==> src/rtl/openddr_pkg.sv <==
// Shared definitions for the openddr controller blocks.
//   apb_mst_state_t : APB initiator FSM states
//   APB_ADDR_W/DATA_W : default APB configuration-port widths
package openddr_pkg;

  localparam int APB_ADDR_W = 10;
  localparam int APB_DATA_W = 32;

  typedef enum logic [1:0] {
    IDLE   = 2'd0,
    SETUP  = 2'd1,
    ACCESS = 2'd2,
    RESP   = 2'd3
  } apb_mst_state_t;

endpackage

==> src/rtl/openddr_apb_master.sv <==
// APB3 initiator: converts a valid/ready command stream into single APB
// read/write transfers and returns a registered response with error and
// wait-state timeout status.
//   clk, rst                     : clock, synchronous active-high reset
//   cmd_valid/ready/wr/addr/wdata: command channel (one outstanding)
//   rsp_valid/ready/rdata/err/timeout : response channel
//   psel/penable/pwr/paddr/pwdata, prdata/pready/pslverr : APB3 port
module openddr_apb_master
  import openddr_pkg::*;
#(
  parameter int ADDR_W  = APB_ADDR_W,
  parameter int DATA_W  = APB_DATA_W,
  parameter int TIMEOUT = 16
) (
  input  logic              clk,
  input  logic              rst,
  input  logic              cmd_valid,
  output logic              cmd_ready,
  input  logic              cmd_wr,
  input  logic [ADDR_W-1:0] cmd_addr,
  input  logic [DATA_W-1:0] cmd_wdata,
  output logic              rsp_valid,
  input  logic              rsp_ready,
  output logic [DATA_W-1:0] rsp_rdata,
  output logic              rsp_err,
  output logic              rsp_timeout,
  output logic              psel,
  output logic              penable,
  output logic              pwr,
  output logic [ADDR_W-1:0] paddr,
  output logic [DATA_W-1:0] pwdata,
  input  logic [DATA_W-1:0] prdata,
  input  logic              pready,
  input  logic              pslverr
);

  localparam int CNT_W = $clog2(TIMEOUT) + 1;
  localparam logic [CNT_W-1:0] CNT_LAST = CNT_W'(TIMEOUT - 1);

  apb_mst_state_t   state;
  logic [CNT_W-1:0] wait_cnt;

  // Handshake and APB strobes decode from the state register only, so no
  // input reaches an output combinationally.
  assign cmd_ready = (state == IDLE);
  assign rsp_valid = (state == RESP);
  assign psel      = (state == SETUP) || (state == ACCESS);
  assign penable   = (state == ACCESS);

  always_ff @(posedge clk) begin
    if (rst) begin
      state       <= IDLE;
      wait_cnt    <= '0;
      pwr         <= 1'b0;
      paddr       <= '0;
      pwdata      <= '0;
      rsp_rdata   <= '0;
      rsp_err     <= 1'b0;
      rsp_timeout <= 1'b0;
    end else begin
      case (state)
        IDLE: begin
          if (cmd_valid) begin
            // Bus fields are latched once and stay frozen through ACCESS.
            paddr    <= {cmd_addr[ADDR_W-1:2], 2'b00};
            pwr      <= cmd_wr;
            pwdata   <= cmd_wdata;
            wait_cnt <= '0;
            state    <= SETUP;
          end
        end
        SETUP: state <= ACCESS;
        ACCESS: begin
          // Completion wins over timeout when both land in the same cycle.
          if (pready) begin
            rsp_rdata   <= pwr ? '0 : prdata;
            rsp_err     <= pslverr;
            rsp_timeout <= 1'b0;
            state       <= RESP;
          end else if (wait_cnt == CNT_LAST) begin
            rsp_rdata   <= '0;
            rsp_err     <= 1'b1;
            rsp_timeout <= 1'b1;
            state       <= RESP;
          end else begin
            wait_cnt <= wait_cnt + 1'b1;
          end
        end
        RESP: if (rsp_ready) state <= IDLE;
        default: state <= IDLE;
      endcase
    end
  end

endmodule

==> config.mk <==
export PLATFORM = sky130hd
export DESIGN_NAME = openddr_apb_master
export DESIGN_NICKNAME = d
export VERILOG_FILES = /design/src/rtl/openddr_pkg.sv /design/src/rtl/openddr_apb_master.sv
export SDC_FILE = /design/constraint.sdc
export NUM_CORES = 1
export LEC_CHECK = 0
export ABC_CLOCK_PERIOD_IN_PS = 2400
export CAP_MARGIN = 0
export CORE_ASPECT_RATIO = 0.6
export CORE_MARGIN = 2
export CORE_UTILIZATION = 38
export DETAILED_ROUTE_END_ITERATION = 10
export GPL_TIMING_DRIVEN = 0
export PLACE_DENSITY_LB_ADDON = 0.2
export SKIP_LAST_GASP = 1
export SYNTH_ARGS = -nofsm -noshare
export SYNTH_HDL_FRONTEND = slang
export SYNTH_SLANG_ARGS = --single-unit
export TNS_END_PERCENT = 20
==> constraint.sdc <==
create_clock -name clk -period 2.4 [get_ports clk]
set_clock_uncertainty 0.15 [all_clocks]
set_input_delay 0.36 -clock clk [delete_from_list [all_inputs] [get_ports clk]]
set_output_delay 0.36 -clock clk [all_outputs]
set_load 0.05 [all_outputs]
## Word-level counts from Yosys, hierarchy flattened

Index checks and enable logic that the tools add are counted.

| word-level totals | value |
|---|---|
| register bits | 82 |
| bits of input ports | 81 |
| output and inout bits | 81 |

| cells by class | value |
|---|---|
| add/subtract/negate cells | 1 |
| eq/ne operators | 9 |
| mux-type cells | 15 |
| reductions and logical operators | 8 |

Operators with widths:

| kind | count |
|---|---|
| $mux W32 | 3 |
| $mux W5 | 3 |
| $pmux W5 S2 | 1 |
| $mux W2 | 4 |
| $pmux W2 S4 | 1 |
| $ne A2 B2 Y1 const B | 3 |
| $add A5 B1 Y5 const B | 1 |
| $eq A5 B4 Y1 const B | 1 |
| $eq A2 B2 Y1 const B | 2 |
| $reduce_and A2 Y1 | 2 |
| $reduce_and A4 Y1 | 1 |
| $reduce_bool A2 Y1 | 2 |
| $mux W1 | 3 |
| $ne A3 B1 Y1 const B | 1 |
| $reduce_and A3 Y1 | 1 |
| $eq A2 B1 Y1 const B | 1 |
| $logic_not A2 Y1 | 1 |
| $ne A2 B1 Y1 const B | 1 |
| $logic_or A1 B1 Y1 | 1 |

## Depth between registers and ports, before layout

| logic depth | value |
|---|---|
| depth in word-level cells | 4 |
| gate-level depth with buffers | 7 |

## Least setup slack after synthesis

Ideal clock, no wire load.

| timing path | value |
|---|---|
| path kind | reg2reg |
| start point | register state[0] |
| end point | register state[1] |
| data arrival time | 1.920 ns |
| required time | 2.180 ns |
| setup slack | 0.259 ns |
| stages on the path, launching flop included | 7 |
| buffers on the path | 1 |
| cell sequence | dfxtp_1 > inv_1 > ha_1 > buf_4 > or3b_2 > a31o_2 > a21oi_1 |

| between the ends | value |
|---|---|
| longest elaborated chain between the ends | 3 |

Ends and longest elaborated chain:

| element | RTL line | RTL |
|---|---|---|
| start: declaration | openddr_apb_master.sv:40 | `apb_mst_state_t state;` |
| start signal: assignment | openddr_apb_master.sv:52 | `state <= IDLE;` |
| start signal: assignment | openddr_apb_master.sv:69 | `state <= SETUP;` |
| start signal: assignment | openddr_apb_master.sv:72 | `SETUP: state <= ACCESS;` |
| $eq A2 B2 Y1 * | -- |  |
| named net penable | openddr_apb_master.sv:28 | `output logic penable,` |
| $ne A3 B1 Y1 (no line) | -- |  |
| $reduce_and A3 Y1 (no line) | -- |  |

The timed path passes the listed nets; every way through them passes the cells marked *.
A chain may end at the register's enable or synchronous reset.

## Worst setup path after layout

| timing path | value |
|---|---|
| start point | register state[0] |
| end point | output psel |

| between the ends | value |
|---|---|
| longest elaborated chain between the ends | 2 |

Ends and longest elaborated chain:

| element | RTL line | RTL |
|---|---|---|
| $eq A2 B1 Y1 / $eq A2 B2 Y1 (equally long branches) | openddr_apb_master.sv:47 | `assign psel = (state == SETUP) \|\| (state == ACCESS);` |
| $logic_or A1 B1 Y1 * | openddr_apb_master.sv:47 |  |
| end: declaration | openddr_apb_master.sv:27 | `output logic psel,` |

Every way passes the cells marked *; elsewhere a longest branch is shown, timed or not.

==> results.md <==
* Status: complete, no violations
* Final Power at around 5.3 mW
* Least-Margin Pin Slew at 0.548 ns
* Post-layout worst setup margin at 0.0424 ns
* Max FO, Critical Path at 3
* DP HPWL at 6410 um
* Period minus WS final at 2.36 ns
* Vias/cell at 4.79
* Syn Inst Count at 346
* Fill cells at 635
* CP arrival at about 1.9 ns
* Post-CTS setup buffers at 0
* Hold buffer count at CTS at 0
* Diode count at 0
* Sequential fraction of the synthesis area at 55.5%
* Switching share of power at roughly 40%
* EDFF count, synth at 0
* Startpoint Class: flop
* Final ANT Viol Nets at 0
* Slew Limit Fails at 0
* Worst-path clk slew at ~0.06 ns
* Routed length per placed instance at approximately 14 um
* Layout cells sized above 1 at between 4 and 5%
* GR Overflow Total at 0
* P_leak at 1.80 nW
* Number of global-route vias before repair at between 2k and 3k
* Dpl cells at ~600
* Top cell type's share of synthesized area at between 50% and 60%
* Critical-path cell list: inv_1, ha_1, clkdlybuf4s50_1
* Initial Utilization at 40.0%
* RD Place Congestion at 0.815
* Tot GR Track Use at 20.4%
* Pin count of the biggest net entering global routing at 14
* Max clock buf depth at 2
* Core Area at 7390 um2
* Fin area at 4960 um2
* Final std cells w/o fill at 623
* VDD IR max at roughly 480 uV
* Psw at 2.11 mW
* Primary FF master, synth: dfxtp_1
* Clk_lat worst skew at 0.32 ns
* #FFs+latches synth at 82
* Sequential power share at 32.0%
* Final setup violation count at 0
* Synth cell types at 30
* Setup TNS at 0 ns
* FP Rows at 24
* Die H at 72.3 um
* PwrDens at ~1100 nW/um2
* First-pass GRT wire length at 13900 um
* Synth Cell Area at between 2000 and 3000 um2
* Final #Nets at 600
* Initial antenna violation count at 0
* Period Utilization, post-route at between 90 and 100%
* Worst min path class: flop to flop
* Post-Place Cell Area at approximately 4700 um2
* Final hold violation count at 0
* DRT Pass-1 Iters at 5
* Top-count cell post-synth: nand2_1
* Post-synth top cells: nand2_1 (84), dfxtp_1 (82), a21oi_1 (46)
* Chip width at 118 um
* Hold Slack at 0.302 ns
* Worst path max stage delay at roughly 0.80 ns
* CTS tree: built
* Worst slew margin at 63.3%
* Remaining DRCs at 0
* Yosys top cell by area: dfxtp_1
* IO Pins at 162
* Starting DRT DRC Count at 134
* Die ar. at 8530 um2
* Area delta synth->final at 67.8%
* H-tree depth at 3
* Comb pwr share at approximately two fifths
* Port Buffers at 156
* Worst path slowest cell: clkdlybuf4s50_1
* Fin util at 67.2%
* Top post-synthesis cells by area: dfxtp_1 (56%), nand2_1 (11%), a22oi_1 (8.1%)
* DR vias at 2986
* Async S/R FF share, synth at 0%
* Root buffer cell: clkbuf_16
* Fmax at about 420 MHz
* Syn avg cell area at approximately 8.5 um2
* Crit path kind: flop to output pin
* Max-Cap Viols at 0
* Clock share of power at approximately a quarter
* CTS Buf Count at 9
* Final wirelength at 8700 um
* YS warnings at 0
* Unrepaired setup endpoints after global routing: yes
* Dpl ws at 0.0725 ns
* Internal Power at 3.18 mW
* PostCTS Resize Cnt at 0
* CTS sink count at 82
* CP required at 1.89 ns
* Critical Path End Type: output pin
==> final timing paths <==
path                                     to   startpoint  slack, ns  depth (start not counted)
worst min-delay path             pwdata[13]   pwdata[13]       0.30                          2
worst max register to register  wait_cnt[3]  wait_cnt[0]       0.20                          6
worst max-delay path                   psel     state[0]       0.04                          3
worst min register to register   pwdata[13]   pwdata[13]       0.30                          2
==> state kept, by name (all words and copies together), names as in the netlist <==
| signal | count |
|---|---|
| pwdata | 32 |
| rsp_rdata | 32 |
| paddr | 8 |
| wait_cnt | 5 |
| state | 2 |
| pwr | 1 |
| rsp_err | 1 |
| rsp_timeout | 1 |
==> kinds of logic after synthesis <==
logic type	synth area share, %
AOI/OAI and AO/OA	18.6
adders and majority gates	2.12
buffers and inverters	4.44
DFF	55.5
muxes	0.339
other	0.127
and+or+nand+nor	18.8
==> critical path, delay by kind of cell, from the launching register on <==
kind       cells  cell delay [ns]
fa+ha+maj      1             0.29
flops          1             0.36
buf+inv        2             0.87
==> placed cells by master (no fill, tap or decap), types with 2 or more instances in the layout <==
cell type / netlist / layout
clkdlybuf4s50_1: 0 / 156
inv_1: 4 / 4
nand2_1: 84 / 84
conb_1: 1 / 2
nor2_1: 35 / 35
a22oi_1: 32 / 32
a211oi_1: 3 / 3
clkinv_2: 0 / 3
o21ai_0: 3 / 3
a21oi_1: 46 / 46
nor3_1: 2 / 2
buf_4: 3 / 3
clkbuf_8: 0 / 2
nand4b_1: 2 / 2
clkbuf_16: 0 / 9
o31ai_1: 2 / 2
dfxtp_1: 82 / 82
nand2b_1: 2 / 2
or4_1: 2 / 2
ha_1: 5 / 5
clkbuf_1: 24 / 24
nand4_1: 2 / 2
==> area by class of cell <==
cell class | instances | area, um2 | share of cell area, %
flip-flops and latches | 82 | 1640 | 33.1
repair buffers | 156 | 1560 | 31.5
multi-input cells | 233 | 1190 | 24.0
clock buffers | 11 | 253 | 5.09
well taps | 104 | 130 | 2.62
plain buffers | 28 | 116 | 2.35
clock inverters | 5 | 52.6 | 1.06
inverters | 4 | 15.0 | 0.303
==> routing by layer <==
metal | share of wire [%] | routed length [um] | GRT usage, % | vias to the layer above
li1 | - | - | - | 1507
met1 | 46 | 4040 | 25.3 | 1376
met2 | 45 | 3890 | 33.1 | 101
met3 | 8.6 | 747 | 9.12 | 2
met4 | 0.18 | 16 | 5.22 | 0
met5 | 0 | 0 | 0 | -
==> power by group through the flow <==
stage / Clock [mW] / Sequential (mW) / Combinational, mW
floorplan: 0 / 2.39 / 0.788
global placement: 0 / 1.71 / 2.19
detailed placement: 0 / 1.72 / 2.22
CTS: 1.41 / 1.69 / 2.23
global route: 1.48 / 1.72 / 2.37
finish: 1.38 / 1.69 / 2.22
Power figures use the tool's default switching activity.
